## config.mk

```make
export PLATFORM = sky130hd
export DESIGN_NAME = sata_rx_dword_align_flat
export DESIGN_NICKNAME = d
export VERILOG_FILES = /design/src/rtl/sata_rx_dword_align_if.sv /design/src/rtl/sata_rx_dword_align.sv /design/src/flat_wrapper.sv
export SDC_FILE = /design/constraint.sdc
export NUM_CORES = 1
export LEC_CHECK = 0
export BUFFER_PORTS_ARGS = -buffer_cell sky130_fd_sc_hd__buf_2
export CAP_MARGIN = 5
export CORE_MARGIN = 1
export CORE_UTILIZATION = 35
export DETAILED_ROUTE_END_ITERATION = 10
export PLACE_DENSITY = 0.6
export REMOVE_ABC_BUFFERS = 1
export SETUP_SLACK_MARGIN = 0.3
export SLEW_MARGIN = 20
export SYNTH_ARGS = -nofsm -noshare
export SYNTH_HDL_FRONTEND = slang
export SYNTH_SLANG_ARGS = --single-unit
```

## constraint.sdc

```tcl
create_clock -name clk_75m -period 2.9 [get_ports clk_75m]
set_input_delay 0.145 -clock clk_75m [delete_from_list [all_inputs] [get_ports clk_75m]]
set_output_delay 0.145 -clock clk_75m [all_outputs]
set_load 0.02 [all_outputs]
```

## src/rtl/sata_rx_dword_align_if.sv

```systemverilog
// sata_rx_dword_align_if: raw GTX receive side and aligned link-layer side
// of the receive dword aligner.
//
// Valid semantics: there is no ready/backpressure on either side. The
// raw side presents one word every clk_75m cycle. On the aligned side,
// phy2cs_data and phy2cs_k carry meaning only in a cycle where
// phy2cs_valid is 1. The consumer must take the word in that same cycle.
interface sata_rx_dword_align_if;
  logic [31:0] rxdata_fis;
  logic [3:0]  rxcharisk;
  logic [31:0] phy2cs_data;
  logic        phy2cs_k;
  logic        phy2cs_valid;

  modport master (
    output rxdata_fis, rxcharisk,
    input  phy2cs_data, phy2cs_k, phy2cs_valid
  );

  modport slave (
    input  rxdata_fis, rxcharisk,
    output phy2cs_data, phy2cs_k, phy2cs_valid
  );
endinterface

```

## src/rtl/sata_rx_dword_align.sv

```systemverilog
// sata_rx_dword_align: finds the K28.5 comma lane in the raw GTX receive
// stream and rotates each dword so the primitive byte sits in lane 0.
// An UNSYNC/ACQ/SYNC state machine tracks lock. Aligned dwords leave two
// cycles after entry with a fixed latency for every lane.
// Optional build macro SATA_RX_ALIGN_DROP_EN: when it is defined, aligned
// ALIGN primitives are output with phy2cs_valid=0. align_det pulses for
// them in both builds.
module sata_rx_dword_align #(
  parameter int C_LOCK_CNT = 3,
  parameter int C_LOSS_CNT = 4
) (
  input  logic                         clk_75m,
  input  logic                         host_rst,
  input  logic                         link_up,
  sata_rx_dword_align_if.slave         bus,
  output logic                         rx_locked,
  output logic [1:0]                   align_shift,
  output logic                         align_det,
  output logic                         rx_err,
  output logic [1:0]                   dbg_state
);

  typedef enum logic [1:0] {
    UNSYNC = 2'd0,
    ACQ    = 2'd1,
    SYNC   = 2'd2
  } state_t;

  localparam logic [31:0] ALIGN_PRIM = 32'h7B4A_4ABC;
  localparam logic [3:0]  LOCK_CNT   = 4'(C_LOCK_CNT);
  localparam logic [3:0]  LOSS_CNT   = 4'(C_LOSS_CNT);
`ifdef SATA_RX_ALIGN_DROP_EN
  localparam logic DROP_ALIGN = 1'b1;
`else
  localparam logic DROP_ALIGN = 1'b0;
`endif

  state_t      state, state_nx;
  logic [1:0]  p, p_nx;
  logic [3:0]  cnt, cnt_nx;
  logic [3:0]  errcnt, errcnt_nx;
  logic        err_nx;

  logic        comma;
  logic [1:0]  comma_lane;
  logic        good_word;

  logic [31:0] d1_data;
  logic [3:0]  d1_k;
  logic        d1_tag;     // d1 word entered while locked (and link up)
  logic [31:0] aligned_data;
  logic        aligned_k;
  logic        is_align;
  logic        qual;

  // Comma test: exactly one K flag set, and that byte carries 0xBC.
  always_comb begin
    comma      = 1'b0;
    comma_lane = 2'd0;
    case (bus.rxcharisk)
      4'b0001: begin comma = (bus.rxdata_fis[7:0]   == 8'hBC); comma_lane = 2'd0; end
      4'b0010: begin comma = (bus.rxdata_fis[15:8]  == 8'hBC); comma_lane = 2'd1; end
      4'b0100: begin comma = (bus.rxdata_fis[23:16] == 8'hBC); comma_lane = 2'd2; end
      4'b1000: begin comma = (bus.rxdata_fis[31:24] == 8'hBC); comma_lane = 2'd3; end
      default: begin comma = 1'b0; comma_lane = 2'd0; end
    endcase
  end

  assign good_word = (bus.rxcharisk == 4'b0000) || (bus.rxcharisk == (4'b0001 << p));

  // Next-state logic. A low link_up overrides every other transition.
  always_comb begin
    state_nx  = state;
    p_nx      = p;
    cnt_nx    = cnt;
    errcnt_nx = errcnt;
    err_nx    = 1'b0;
    if (!link_up) begin
      state_nx  = UNSYNC;
      cnt_nx    = 4'd0;
      errcnt_nx = 4'd0;
    end else begin
      case (state)
        UNSYNC: begin
          if (comma) begin
            p_nx     = comma_lane;
            cnt_nx   = 4'd1;
            state_nx = (LOCK_CNT == 4'd1) ? SYNC : ACQ;
          end
        end
        ACQ: begin
          if (comma && (comma_lane == p)) begin
            cnt_nx = cnt + 4'd1;
            if ((cnt + 4'd1) == LOCK_CNT) state_nx = SYNC;
          end else if (comma) begin
            p_nx   = comma_lane;
            cnt_nx = 4'd1;
            if (LOCK_CNT == 4'd1) state_nx = SYNC;
          end else if (bus.rxcharisk != 4'b0000) begin
            state_nx = UNSYNC;
            cnt_nx   = 4'd0;
          end
        end
        SYNC: begin
          if (good_word) begin
            errcnt_nx = 4'd0;
          end else begin
            err_nx    = 1'b1;
            errcnt_nx = errcnt + 4'd1;
            if ((errcnt + 4'd1) == LOSS_CNT) begin
              state_nx  = UNSYNC;
              errcnt_nx = 4'd0;
              cnt_nx    = 4'd0;
            end
          end
        end
        default: begin
          state_nx  = UNSYNC;
          cnt_nx    = 4'd0;
          errcnt_nx = 4'd0;
        end
      endcase
    end
  end

  // State, comma lane and counters.
  always_ff @(posedge clk_75m or posedge host_rst) begin
    if (host_rst) begin
      state  <= UNSYNC;
      p      <= 2'd0;
      cnt    <= 4'd0;
      errcnt <= 4'd0;
    end else begin
      state  <= state_nx;
      p      <= p_nx;
      cnt    <= cnt_nx;
      errcnt <= errcnt_nx;
    end
  end

  // Rotate: lane p of the previous word becomes byte 0. Upper bytes come from the current word.
  always_comb begin
    case (p)
      2'd0:    aligned_data = d1_data;
      2'd1:    aligned_data = {bus.rxdata_fis[7:0],  d1_data[31:8]};
      2'd2:    aligned_data = {bus.rxdata_fis[15:0], d1_data[31:16]};
      default: aligned_data = {bus.rxdata_fis[23:0], d1_data[31:24]};
    endcase
  end

  assign aligned_k = d1_k[p];
  assign is_align  = aligned_k && (aligned_data == ALIGN_PRIM);
  assign qual      = d1_tag && link_up;

  // Input delay stage and registered link-layer outputs.
  always_ff @(posedge clk_75m or posedge host_rst) begin
    if (host_rst) begin
      d1_data          <= 32'd0;
      d1_k             <= 4'd0;
      d1_tag           <= 1'b0;
      bus.phy2cs_data  <= 32'd0;
      bus.phy2cs_k     <= 1'b0;
      bus.phy2cs_valid <= 1'b0;
      align_det        <= 1'b0;
      rx_err           <= 1'b0;
    end else begin
      d1_data          <= bus.rxdata_fis;
      d1_k             <= bus.rxcharisk;
      d1_tag           <= link_up && (state == SYNC);
      bus.phy2cs_data  <= aligned_data;
      bus.phy2cs_k     <= aligned_k;
      bus.phy2cs_valid <= qual && !(DROP_ALIGN && is_align);
      align_det        <= qual && is_align;
      rx_err           <= err_nx;
    end
  end

  assign rx_locked   = (state == SYNC);
  assign align_shift = rx_locked ? p : 2'd0;
  assign dbg_state   = state;

endmodule

```

## src/flat_wrapper.sv

```systemverilog
// flat-port wrapper written by rule: the top's interface ports become plain ports
module sata_rx_dword_align_flat 
#(
  parameter int C_LOCK_CNT = 3,
  parameter int C_LOSS_CNT = 4
)
  (clk_75m, host_rst, link_up, rx_locked, align_shift, align_det, rx_err, dbg_state, bus_rxdata_fis, bus_rxcharisk, bus_phy2cs_data, bus_phy2cs_k, bus_phy2cs_valid);
  sata_rx_dword_align_if bus_i ();
  input  logic clk_75m;
  input  logic host_rst;
  input  logic link_up;
  output logic rx_locked;
  output logic [1:0] align_shift;
  output logic align_det;
  output logic rx_err;
  output logic [1:0] dbg_state;
  input wire logic [$bits(bus_i.rxdata_fis)-1:0] bus_rxdata_fis;
  input wire logic [$bits(bus_i.rxcharisk)-1:0] bus_rxcharisk;
  output wire logic [$bits(bus_i.phy2cs_data)-1:0] bus_phy2cs_data;
  output wire logic [$bits(bus_i.phy2cs_k)-1:0] bus_phy2cs_k;
  output wire logic [$bits(bus_i.phy2cs_valid)-1:0] bus_phy2cs_valid;
  assign bus_i.rxdata_fis = bus_rxdata_fis;
  assign bus_i.rxcharisk = bus_rxcharisk;
  assign bus_phy2cs_data = bus_i.phy2cs_data;
  assign bus_phy2cs_k = bus_i.phy2cs_k;
  assign bus_phy2cs_valid = bus_i.phy2cs_valid;
  sata_rx_dword_align #(.C_LOCK_CNT(C_LOCK_CNT), .C_LOSS_CNT(C_LOSS_CNT)) u_core (.clk_75m(clk_75m), .host_rst(host_rst), .link_up(link_up), .bus(bus_i), .rx_locked(rx_locked), .align_shift(align_shift), .align_det(align_det), .rx_err(rx_err), .dbg_state(dbg_state));
endmodule
```

Word level (Yosys, flattened, before mapping)
Index checks and enable logic that the tools add are counted.

Add/subtract/negate cells: 2. Order comparisons: 1. Equality and inequality tests: 26. Shifts and indexed selects: 1. Mux-type cells: 33. Reduce and logical (&&, ||, !) cells: 15.

Operators with widths (count): 32-bit one-hot mux with 3 select lines (1); 4-bit two-way mux (10); 32-bit by 31-bit == test with 1-bit output, second input constant (1); 8-bit == test, second input constant (4); 2-bit two-way mux (11); 2-bit one-hot mux with 3 select lines (2); 4-bit one-hot mux with 3 select lines (1); 4-bit by 1-bit adder with 4-bit output, second input constant (2); 4-bit by 2-bit == test with 1-bit output, second input constant (2); 4-bit by 3-bit == test with 1-bit output, second input constant (2); 4-bit inequality test, second input constant (2); 4-bit one-hot mux with 2 select lines (1); 3-bit inequality test, second input constant (2); 6-bit AND reduction (1); 1-bit logical AND (5); 5-bit by 2-bit inequality test with 1-bit output, second input constant (1); 2-bit by 1-bit == test with 1-bit output, second input constant (2); 2-bit == test, second input constant (2); 4-bit by 1-bit == test with 1-bit output, second input constant (1); 4-bit == test (1); 4-bit == test, second input constant (1); 2-bit zero test (2); 4-bit zero test (1); 1-bit two-way mux (4); 15 further kinds (16).

Bits in registers: 85. Output and inout port bits: 41. Word-level logic and storage cells: 90.

Depth between registers and ports, before layout
Gate-level depths: netlist (run 1).

Word-level depth: 7. Mapped depth: 9. Gate-level depth less buffers: 7.

Worst setup path before layout (run 1)
No wires, ideal clock.

Path kind: reg-to-reg. Start point: register u_core.p[0]. End point: register u_core.p[0]. Library setup time: 0.125 ns. Arrival: 1.735 ns. Data required time: 2.775 ns. Path slack: 1.040 ns. Stages on the path, launching flop included: 8. Period minus slack after synthesis: 1.860 ns. Cell sequence: dfrtp_1 -> buf_6 -> buf_6 -> mux2_2 -> a31oi_1 -> o32a_1 -> nand3_4 -> mux2_4.

Cells in the longest elaborated chain, start to end: 4.

Ends and longest elaborated chain: start: declaration (RTL line sata_rx_dword_align.sv:39) `logic [1:0] p, p_nx;`; start signal: assignment (RTL line sata_rx_dword_align.sv:135) `p <= p_nx;`; 2-bit == test (RTL line sata_rx_dword_align.sv:92) `if (comma && (comma_lane == p)) begin`; 1-bit logical AND (RTL line sata_rx_dword_align.sv:92); 2-bit inequality test (no line); 3-bit AND reduction (no line).

Parallel ways exist; a longest one is shown, timed or not. The select of a mux whose other input is x is not followed. A chain may end at the register's enable or synchronous reset.

Final worst setup path (run 1)
Start point: register u_core.p[0]. End point: register u_core.align_det.

Cells in the longest elaborated chain, start to end: 5.

Ends and longest elaborated chain: 2-bit == test, or another cell as far along (RTL line sata_rx_dword_align.sv:143) `case (p)`; 32-bit one-hot mux with 3 select lines * (RTL line sata_rx_dword_align.sv:143); via u_core.aligned_data[16] (RTL line sata_rx_dword_align.sv:51) `logic [31:0] aligned_data;`; 32-bit by 31-bit == test with 1-bit output * (RTL line sata_rx_dword_align.sv:152) `assign is_align = aligned_k && (aligned_data == ALIGN_PRIM);`; 1-bit logical AND * (RTL line sata_rx_dword_align.sv:152); 1-bit logical AND * (RTL line sata_rx_dword_align.sv:173) `align_det <= qual && is_align;`; end signal: assignment (RTL line sata_rx_dword_align.sv:173); end: declaration (RTL line sata_rx_dword_align.sv:18) `output logic align_det,`.

Mark *: on every way through the listed nets, which the timed path passes. The rest lies on a longest branch. The select of a mux whose other input is x is not followed.

==> results of run 1 <==
## final cells by class
class	instances	share of cell area, %
clock buffer	9	4.38
multi-input combinational	180	32.8
timing repair buffer	117	15.3
tap	140	3.41
inverter	14	1.05
clock inverter	7	1.58
sequential	85	41.4
## synth_stat cells (5+ instances only)
library cell and number:
buf_6 6, o21ai_0 8, nand3_1 6, mux4_2 18, inv_1 14, nor4_1 5
dfrtp_1 85, nor3_1 7, nand2_1 18, mux4_1 9, nor2b_1 7, and2_1 6
a31oi_1 6, o21ai_1 5, nor2_1 11, a21oi_1 6, mux2i_1 7
## how the worst max path moves through the flow
stage / startpoint / to / slack (ps) / depth (start not counted)
2_1_floorplan: u_core.p[0] / u_core.p[0] / 90 / 5
3_3_place_gp: u_core.p[0] / u_core.align_det / 630 / 7
3_5_place_dp: u_core.p[0] / u_core.align_det / 590 / 4
4_1_cts: u_core.p[0] / u_core.align_det / 560 / 4
5_1_grt: u_core.p[0] / u_core.align_det / 350 / 6
6_report: u_core.p[0] / u_core.align_det / 560 / 6
## sequential cells by signal, summed over array words and instances, names as in the netlist
register,flops
u_core.align_det,1
u_core.bus.phy2cs_data,32
u_core.bus.phy2cs_k,1
u_core.bus.phy2cs_valid,1
u_core.cnt,4
u_core.d1_data,32
u_core.d1_k,4
u_core.d1_tag,1
u_core.dbg_state,2
u_core.errcnt,4
u_core.p,2
u_core.rx_err,1
## critical path: stages (launching register included)
cell	delay, ps
dfrtp_2	760
buf_4	360
mux2i_1	230
a21oi_1	110
nand4b_1	200
nor4_1	370
and4_1	230
## repair_timing
action                                 in CTS  in global routing
gates resized for setup                     0                  0
endpoints found under the hold margin      71                  0
hold buffers                               33                  0
## kinds of logic (layout without fill, tap and decap cells)
family	after synthesis	count (layout)	synth area share, %
DFF	85	85	53.3
and+or+nand+nor	84	84	12.4
AOI/OAI and AO/OA	51	51	8.81
muxes	39	39	19.4
buffers and inverters	28	147	4.45
adders and majority gates	4	4	1.25
xor gates and xnor gates	2	2	0.439
## power groups by stage
stage / Sequential [mW] / Clock (mW) / Combinational [mW]
after global placement: 1.27 / 0 / 0.232
after global routing: 1.26 / 1.25 / 0.291
after detailed placement: 1.28 / 0 / 0.233
after CTS: 1.25 / 1.19 / 0.269
after floorplan: 1.30 / 0 / 0.0922
final: 1.25 / 1.17 / 0.267
## metrics by stage
stage | utilization (%) | std cells | cell area [um^2] | power, mW
6_report | 46.8 | 552 | 5140 | 2.69
3_5_place_dp | 41.0 | 503 | 4500 | 1.51
2_1_floorplan | - | 279 | 3860 | 1.39
3_3_place_gp | 41.0 | 503 | 4500 | 1.51
4_1_cts | 46.8 | 552 | 5140 | 2.72
5_1_grt | 46.8 | 552 | 5140 | 2.80
## placed cells by master (no fill, tap or decap), types with 5 or more instances in the layout
master         instances
dlygate4sd3_1         33
mux4_2                18
and2_1                 6
inv_1                 13
dfrtp_1               84
nor2_1                11
nand2_1               18
a21oi_1                6
o21ai_0                8
nor2b_1                7
nor4_1                 5
buf_2                 79
nand3_1                6
nor3_1                 7
a31oi_1                6
o21ai_1                5
mux4_1                 9
mux2i_1                7
clkbuf_16              9
## metal layers
| layer | wire length (um) | part of all wire (%) | vias up |
|---|---|---|---|
| met5 | 0 | 0 | - |
| met4 | 180 | 1.8 | 0 |
| met3 | 315 | 3.2 | 12 |
| met2 | 4940 | 51 | 77 |
| met1 | 4330 | 44 | 1461 |
| li1 | - | - | 1347 |
==> reports/qor.txt, run 1 <==
IO buf count - 79
DP HPWL - 7080 um
top post-synthesis cells by area - dfrtp_1 (53%), mux4_2 (10%), mux4_1 (5.9%)
period utilization - 80.8%
GRT Residual Overflow - 0
EDFF count, synth - 0
Peak supply drop - 0.410 mV
final setup fails - 0
PD cells - 524 mW/mm^2
Sw Share - 24.5%
Comb pwr share - 9.9%
final wirelength - 9770 um
Max Slew Vio Count - 0
routed via count - 2897
share of cells above drive strength 1 - 32.3%
PnR worst setup slack - 556 ps
Starting DRT DRC Count - 127
Starting Density - 36.3%
Final nets - 450
# diodes - 0
CORE AREA - 0.0110 mm^2
clk buf depth - 2
met1 GRT Util - 22.6%
Hold Slack - 25.4 ps
worst r2r path cells - 6
number of buffers created by CTS - 9
sequential fraction of the synthesis area - 53.3%
r2r endpoint - u_core.align_det
Detailed Routing Iterations Pass 1 - 4
antenna viol nets, final - 0
largest area contributor in the netlist - dfrtp_1
std cell rows - 38
Layout area overhead - 28.8%
Root Driver - clkbuf_16
Reg2Reg Launch Point - u_core.p[0]
Wirelength per Cell - 17.7 um
setup tns final - 0 ps
Post-Syn Area per Cell - 13.6 um^2
area of the multi-input gates - 0.00168 mm^2
vias per cell - 5.25
first-pass GRT wire length - 15600 um
hold path endpoint - u_core.d1_k[0]
CP arrival - 2610 ps
clock latency on the worst-skew pair - 330 ps
hold path depth - 1
fillers - 983
clk sinks - 85
Yosys warning count - 0
Tmin final - 2340 ps
Synth Flop Type - dfrtp_1
Reg clk slew, reported paths - 70 ps
Worst EP required - 3170 ps
initial antenna violation count - 0
Least-Margin Pin Slew - 780 ps
FFs w/ async S/R, synth - 100%
final RePlAce weighted congestion - 0.828
Fin. Hold Viols - 0
die area - 0.0118 mm^2
Sequential Power Share - 46.6%
CTS tree - done
Setup crit end kind - flip-flop
unrepaired setup endpoints after global routing - false
Global Route met3 Usage - 3.53%
#FFs+latches synth - 85
Rel. slew slack - 47.8%
part of the power in the clock network - 43.4%
met2 usage - 30.2%
Worst Path Max Fanout - 25
Max Clock Freq - 0.427 GHz
most crowded layer after global routing - met2
min-delay src - bus_rxcharisk[0]
crit path launch type - flip-flop
H-tree depth - 3
Die Height - 109 um
largest net degree at the start of global routing - 47
Place WS - 590 ps
Syn Inst Count - 293
Internal - 2.03 mW
Mapped Area - 0.00399 mm^2
worst min path class - input port to flip-flop
r2r setup slk - 560 ps
Die W - 109 um
max_cap viols - 0
Switching Power - 658 uW
Clock Skew - 11.1 ps
Overall Global Routing Usage - 17.9%
outcome - complete, no violations
Boundary Pins - 80
P_leak - 2.22 nW
DRC errors left - 0
vias in the first global route - 3001
critical setup path kind - flip-flop to flip-flop
Reg area - 0.00213 mm^2
Setup Fix Bufs, Post-CTS - 0
Netlist cell types - 59
share of the synthesized area in the top cell type - 53.3%
(Power assumes the default switching activity.)
==> run 2, diff against run 1 <==
--- a/config.mk
+++ b/config.mk
@@ -5,6 +5,7 @@
 export SDC_FILE = /design/constraint.sdc
 export NUM_CORES = 1
 export LEC_CHECK = 0
+export ABC_AREA = 1
 export BUFFER_PORTS_ARGS = -buffer_cell sky130_fd_sc_hd__buf_2
 export CAP_MARGIN = 5
 export CORE_MARGIN = 1
==> constraint.sdc (replaced) <==
create_clock -name clk_75m -period 2.2 [get_ports clk_75m]
set_input_delay 0.11 -clock clk_75m [delete_from_list [all_inputs] [get_ports clk_75m]]
set_output_delay 0.11 -clock clk_75m [all_outputs]
set_load 0.02 [all_outputs]
==> run 2 against run 1 <==
Compared with the run above: routed wire length increased by 16%; fmax increased by 24%; cell count increased by 32%; critical endpoint is now u_core.dbg_state[0]; largest cell class unchanged.
==> reports/qor.txt, run 2 <==
outcome - complete, no violations
antenna viol nets, final - 0
Die Height - 109 um
Sw Share - 23.2%
largest area contributor in the netlist - dfrtp_1
vias per cell - 5.00
period utilization - 85.9%
die area - 0.0118 mm^2
Max Slew Vio Count - 0
r2r endpoint - u_core.dbg_state[0]
Layout area overhead - 34.2%
CP arrival - 2130 ps
share of the synthesized area in the top cell type - 53.3%
part of the power in the clock network - 46.6%
Starting Density - 36.3%
Root Driver - clkbuf_16
Detailed Routing Iterations Pass 1 - 4
EDFF count, synth - 0
final RePlAce weighted congestion - 0.876
Boundary Pins - 80
Worst EP required - 2440 ps
Crit path largest cell delay - 450 ps
Comb pwr share - 10.6%
Peak supply drop - 0.490 mV
hold path depth - 3
std cell rows - 38
sequential fraction of the synthesis area - 53.3%
worst r2r path cells - 12
Syn Inst Count - 455
max_cap viols - 0
worst min path class - input port to flip-flop
DP HPWL - 8210 um
CTS tree - done
Post-Syn Area per Cell - 8.76 um^2
PD cells - 734 mW/mm^2
CORE AREA - 0.0110 mm^2
Setup crit end kind - flip-flop
Final nets - 627
Fin. Hold Viols - 0
final setup fails - 0
Die W - 109 um
Tmin final - 1890 ps
vias in the first global route - 3640
Crit. path cell count - 12
commonest non-fill, non-tap cells in the layout - nand2_1 (126), dfrtp_1 (83), buf_2 (79), inv_1 (48), dlygate4sd3_1 (37)
unrepaired setup endpoints after global routing - true
clk sinks - 85
number of buffers created by CTS - 9
DRC errors left - 0
Internal - 3.01 mW
biggest regs - u_core.bus.phy2cs_data (32), u_core.d1_data (32)
Starting DRT DRC Count - 192
critical path cell sequence - buf_4 > nand2_4 > xor2_1 > a21oi_1 > nand3_1 > nand2_2 > o21ai_4 > nand2_1 > nor2_2 > nand2_1 > nand2_1 > nand2_1
top post-synthesis cells by area - dfrtp_1 (53%), nand2_1 (12%), inv_1 (4.6%)
P_leak - 2.63 nW
routed via count - 3643
WP buf/inv - 1
critical path's most frequent cell - nand2_1
share of cells above drive strength 1 - 24.5%
Least-Margin Pin Slew - 528 ps
r2r setup slk - 310 ps
Netlist cell types - 37
Design Power - 3.93 mW
#FFs+latches synth - 85
clk buf depth - 2
Wirelength per Cell - 15.5 um
Max Clock Freq - 0.529 GHz
most frequent cell after synthesis - nand2_1
H-tree depth - 3
top cells by count, synth - nand2_1 (126), dfrtp_1 (85), inv_1 (49)
Worst Setup EP - u_core.dbg_state[0]
commonest non-fill, non-tap cell in the layout - nand2_1
Reg clk slew, reported paths - 60 ps
largest net degree at the start of global routing - 32
Rel. slew slack - 64.4%
Reg2Reg Launch Point - u_core.p[1]
final core occ - 48.7%
Sequential Power Share - 42.7%
Yosys warning count - 0
final wirelength - 11300 um
GRT Residual Overflow - 0
first-pass GRT wire length - 18000 um
clock latency on the worst-skew pair - 340 ps
critical path's slowest cell - dfrtp_2
Switching Power - 912 uW
critical setup path kind - flip-flop to flip-flop
Worst Path Max Fanout - 10
IO buf count - 79
Synth Flop Type - dfrtp_1
# diodes - 0
delay-heaviest family, CP - simple AND/OR/NAND/NOR gates
initial antenna violation count - 0
FFs w/ async S/R, synth - 100%
Mapped Area - 0.00399 mm^2
Clock Skew - 5.22 ps
Overall Global Routing Usage - 20.5%
Critical Path Source - u_core.p[1]
fillers - 1035
crit path launch type - flip-flop
[run 2: changes by cell type in the layout (fill, tap and decap cells not counted), sizes merged, moves of 9 or more]
| cell | delta |
|---|---|
| mux4 | -27 |
| nand2 | +116 |
| nand4 | +9 |
| o21ai | +14 |
| nor2 | +32 |
| inv | +38 |
| buf | +11 |
| nand3 | +18 |
[run 2: worst min path at each step]
| stage | startpoint | endpoint | slack [ps] |
|---|---|---|---|
| finish | link_up | u_core.bus.phy2cs_valid | 40 |
| global route | link_up | u_core.bus.phy2cs_valid | 70 |
| CTS | link_up | u_core.bus.phy2cs_valid | 50 |
| detailed placement | host_rst | u_core.bus.phy2cs_data[13] | 140 |
| global placement | host_rst | u_core.bus.phy2cs_data[21] | 130 |
| floorplan | bus_rxdata_fis[0] | u_core.d1_data[0] | 140 |
[run 2: repair_timing]
item                       in CTS  in global routing
hold buffers                   37                  0
pin swaps                       0                  2
setup buffers                   1                  2
setup endpoints to repair      11                 10
hold endpoints to repair       59                  0
gates resized for setup         4                  6
[run 2: cell families after synthesis]
group	share of synthesized area [%]
AND/OR/NAND/NOR	24.5
flip-flops	53.3
buffers and inverters	8.10
AO/OA/AOI/OAI	10.6
XOR/XNOR	2.17
adder cells (fa/ha/maj)	1.26
[run 2: per-layer routing]
layer / wire length, um / GRT usage, % / up-vias
met4: 329 / 9.07 / 0
li1: - / - / 1740
met5: 0 / 0 / -
met2: 5580 / 34.1 / 149
met3: 734 / 4.72 / 26
met1: 4660 / 25.3 / 1728
[run 2: tightest hold or removal path: stages]
cell     delay [ps]
buf_2           100
nand2_1          80
inv_1            60
[run 2: cell type report]
type	instances	area [um^2]	area share [%]
clock inverters	6	136	2.55
clock buffers	9	225	4.21
well taps	140	175	3.27
multi-input cells	301	1570	29.3
inverters	55	213	3.97
flip-flops and latches	85	2130	39.8
repair buffers	132	902	16.9
[run 2: power groups by stage]
stage | Sequential, mW | Clock, mW | Combinational (mW)
2_1_floorplan | 1.74 | 0 | 0.162
3_3_place_gp | 1.70 | 0 | 0.361
3_5_place_dp | 1.70 | 0 | 0.365
4_1_cts | 1.68 | 1.86 | 0.420
5_1_grt | 1.68 | 1.93 | 0.461
6_report | 1.68 | 1.83 | 0.418
[run 2: stage by stage]
step / setup TNS [ps] / hold slack (ps) / std cells / area, um^2 / setup WS, ps
detailed placement: 0 / 137 / 673 / 4550 / 198
finish: 0 / 44.2 / 728 / 5350 / 311
CTS: 0 / 50.0 / 726 / 5300 / 338
global route: 0 / 66.2 / 728 / 5350 / 238
global placement: 0 / 133 / 673 / 4550 / 240
floorplan: -8800 / 141 / 441 / 3870 / -103
==> run 3, diff against run 2 <==
--- a/config.mk
+++ b/config.mk
@@ -6,12 +6,14 @@
 export NUM_CORES = 1
 export LEC_CHECK = 0
 export ABC_AREA = 1
-export BUFFER_PORTS_ARGS = -buffer_cell sky130_fd_sc_hd__buf_2
 export CAP_MARGIN = 5
 export CORE_MARGIN = 1
 export CORE_UTILIZATION = 35
+export CTS_CLUSTER_SIZE = 40
 export DETAILED_ROUTE_END_ITERATION = 10
-export PLACE_DENSITY = 0.6
+export DONT_BUFFER_PORTS = 1
+export GPL_TIMING_DRIVEN = 0
+export PLACE_DENSITY = 0.54
 export REMOVE_ABC_BUFFERS = 1
 export SETUP_SLACK_MARGIN = 0.3
 export SLEW_MARGIN = 20
==> run 3 against run 2 <==
Compared with the run above: combinational power shrank 31%; fmax shrank 2.1%; hold slack lost 29 ps; clock power shrank 24%; total power shrank 13%; cell count shrank 9.2%; largest cell class unchanged.
==> reports/qor.txt, run 3 (same netlist as run 2, synthesis figures left out) <==
outcome - complete, no violations
Design Power - 3.40 mW
Max Clock Freq - 0.518 GHz
Starting Density - 36.3%
Die Height - 109 um
r2r endpoint - u_core.align_det
DRC errors left - 0
r2r setup slk - 270 ps
Worst EP required - 2460 ps
cell total after placement - 582
worst min path class - input port to flip-flop
commonest non-fill, non-tap cells in the layout - nand2_1 (126), dfrtp_1 (83), inv_1 (48), dlygate4sd3_1 (38), nor2_1 (35)
Die W - 109 um
die area - 0.0118 mm^2
largest net degree at the start of global routing - 52
P_leak - 2.35 nW
Reg clk slew, reported paths - 60 ps
Max Slew Vio Count - 0
Detailed Routing Iterations Pass 1 - 5
Comb pwr share - 8.4%
IO buf count - 0
final setup fails - 0
critical setup path kind - flip-flop to flip-flop
clk sinks - 85
part of the power in the clock network - 40.8%
Finished Layout Cells - 661
Layout area overhead - 27.4%
period utilization - 87.7%
CTS tree - done
crit path launch type - flip-flop
hold path endpoint - u_core.bus.phy2cs_data[26]
clk buf depth - 2
Boundary Pins - 80
Hold Slack - 14.8 ps
max_cap viols - 0
Sw Share - 24.6%
H-tree depth - 3
metal3 WL - 836 um
Internal - 2.56 mW
Worst Path Max Fanout - 9
biggest regs - u_core.bus.phy2cs_data (32), u_core.d1_data (32)
Overall Global Routing Usage - 20.2%
DP HPWL - 7530 um
Least-Margin Pin Slew - 485 ps
hold path depth - 2
PD cells - 669 mW/mm^2
Switching Power - 837 uW
initial antenna violation count - 0
Fin. Hold Viols - 0
number of buffers created by CTS - 9
Tmin final - 1930 ps
final wirelength - 11700 um
commonest non-fill, non-tap cell in the layout - nand2_1
worst r2r path cells - 8
Wirelength per Cell - 17.7 um
final RePlAce weighted congestion - 0.824
met2 wire len - 5720 um
Sequential Power Share - 50.8%
CORE AREA - 0.0110 mm^2
Highest Signal Layer - met4
clock latency on the worst-skew pair - 330 ps
vias in the first global route - 3382
Root Driver - clkbuf_16
std cell rows - 38
Starting DRT DRC Count - 257
unrepaired setup endpoints after global routing - true
# diodes - 0
CP arrival - 2190 ps
first-pass GRT wire length - 17700 um
Clock Skew - 4.77 ps
routed via count - 3412
vias per cell - 5.16
setup tns final - 0 ps
Reg2Reg Launch Point - u_core.p[1]
share of cells above drive strength 1 - 14.8%
Peak supply drop - 0.354 mV
Setup crit end kind - flip-flop
antenna viol nets, final - 0
Rel. slew slack - 67.4%
min-delay src - bus_rxdata_fis[2]
Metal-1 WL - 4770 um
Final nets - 561
GRT Residual Overflow - 0
run 3: cell types whose count changed in the layout (fill, tap and decap cells not counted), sizes merged:
cell | before | now
buf | 95 | 24
bufinv | 4 | 0
clkbuf | 9 | 12
inv | 54 | 56
nand2 | 134 | 136
clkinvlp | 1 | 0
dlygate4sd3 | 37 | 38
nor2 | 43 | 44
run 3: worst max path at each step:
stage,startpoint,to,slack (ps),cells after the start
after floorplan,host_rst,u_core.align_det,-100,1
after global placement,host_rst,u_core.cnt[2],-980,1
after detailed placement,u_core.p[1],u_core.align_det,-400,8
after CTS,u_core.p[1],u_core.align_det,300,9
after global routing,u_core.p[0],u_core.align_det,180,9
final,u_core.p[1],u_core.align_det,270,8
run 3: area by class of cell:
class / instances / area (um^2)
sequential: 85 / 2130
clock inverter: 2 / 10.0
clock buffer: 12 / 256
inverter: 55 / 245
timing repair inverter: 1 / 8.76
tap: 140 / 175
multi-input combinational: 304 / 1640
fill: 1023 / 5900
timing repair buffer: 62 / 617
run 3: per-stage QoR:
step | setup WS, ps | util, % | cell area, um^2
CTS | 295 | 44.8 | 4920
global placement | -984 | 36.8 | 4050
finish | 271 | 46.3 | 5080
floorplan | -103 | - | 3870
detailed placement | -401 | 37.1 | 4080
global route | 179 | 46.3 | 5080
run 3: power by group through the flow:
stage | logic (mW) | registers, mW | clock network (mW)
finish | 0.287 | 1.73 | 1.39
CTS | 0.284 | 1.73 | 1.41
global placement | 0.207 | 1.75 | 0
detailed placement | 0.217 | 1.75 | 0
global route | 0.323 | 1.74 | 1.48
floorplan | 0.162 | 1.74 | 0
run 3: worst max-delay path, stage by stage, from the launching register on:
cell and delay [ps]:
dfrtp_4 580, buf_4 200, nor2_4 250, nand2_1 90
o2111ai_1 150, nand3_1 130, nor2_1 180, nand3_1 150
nor2_1 130
run 3: per-layer routing:
layer  vias to the layer above  track usage, %
li1                       1609               -
met2                       143            33.8
met4                         0            8.98
met3                        29            4.90
met5                         -               0
met1                      1631            24.7
run 3: timing repair:
action                                  CTS  global route
buffers inserted                         13            10
endpoints found under the setup margin   36            10
pin swaps                                 3             6
hold endpoints to repair                 87             0
hold buffers                             38             0
cloned                                    1             3
resized for setup                        23             9
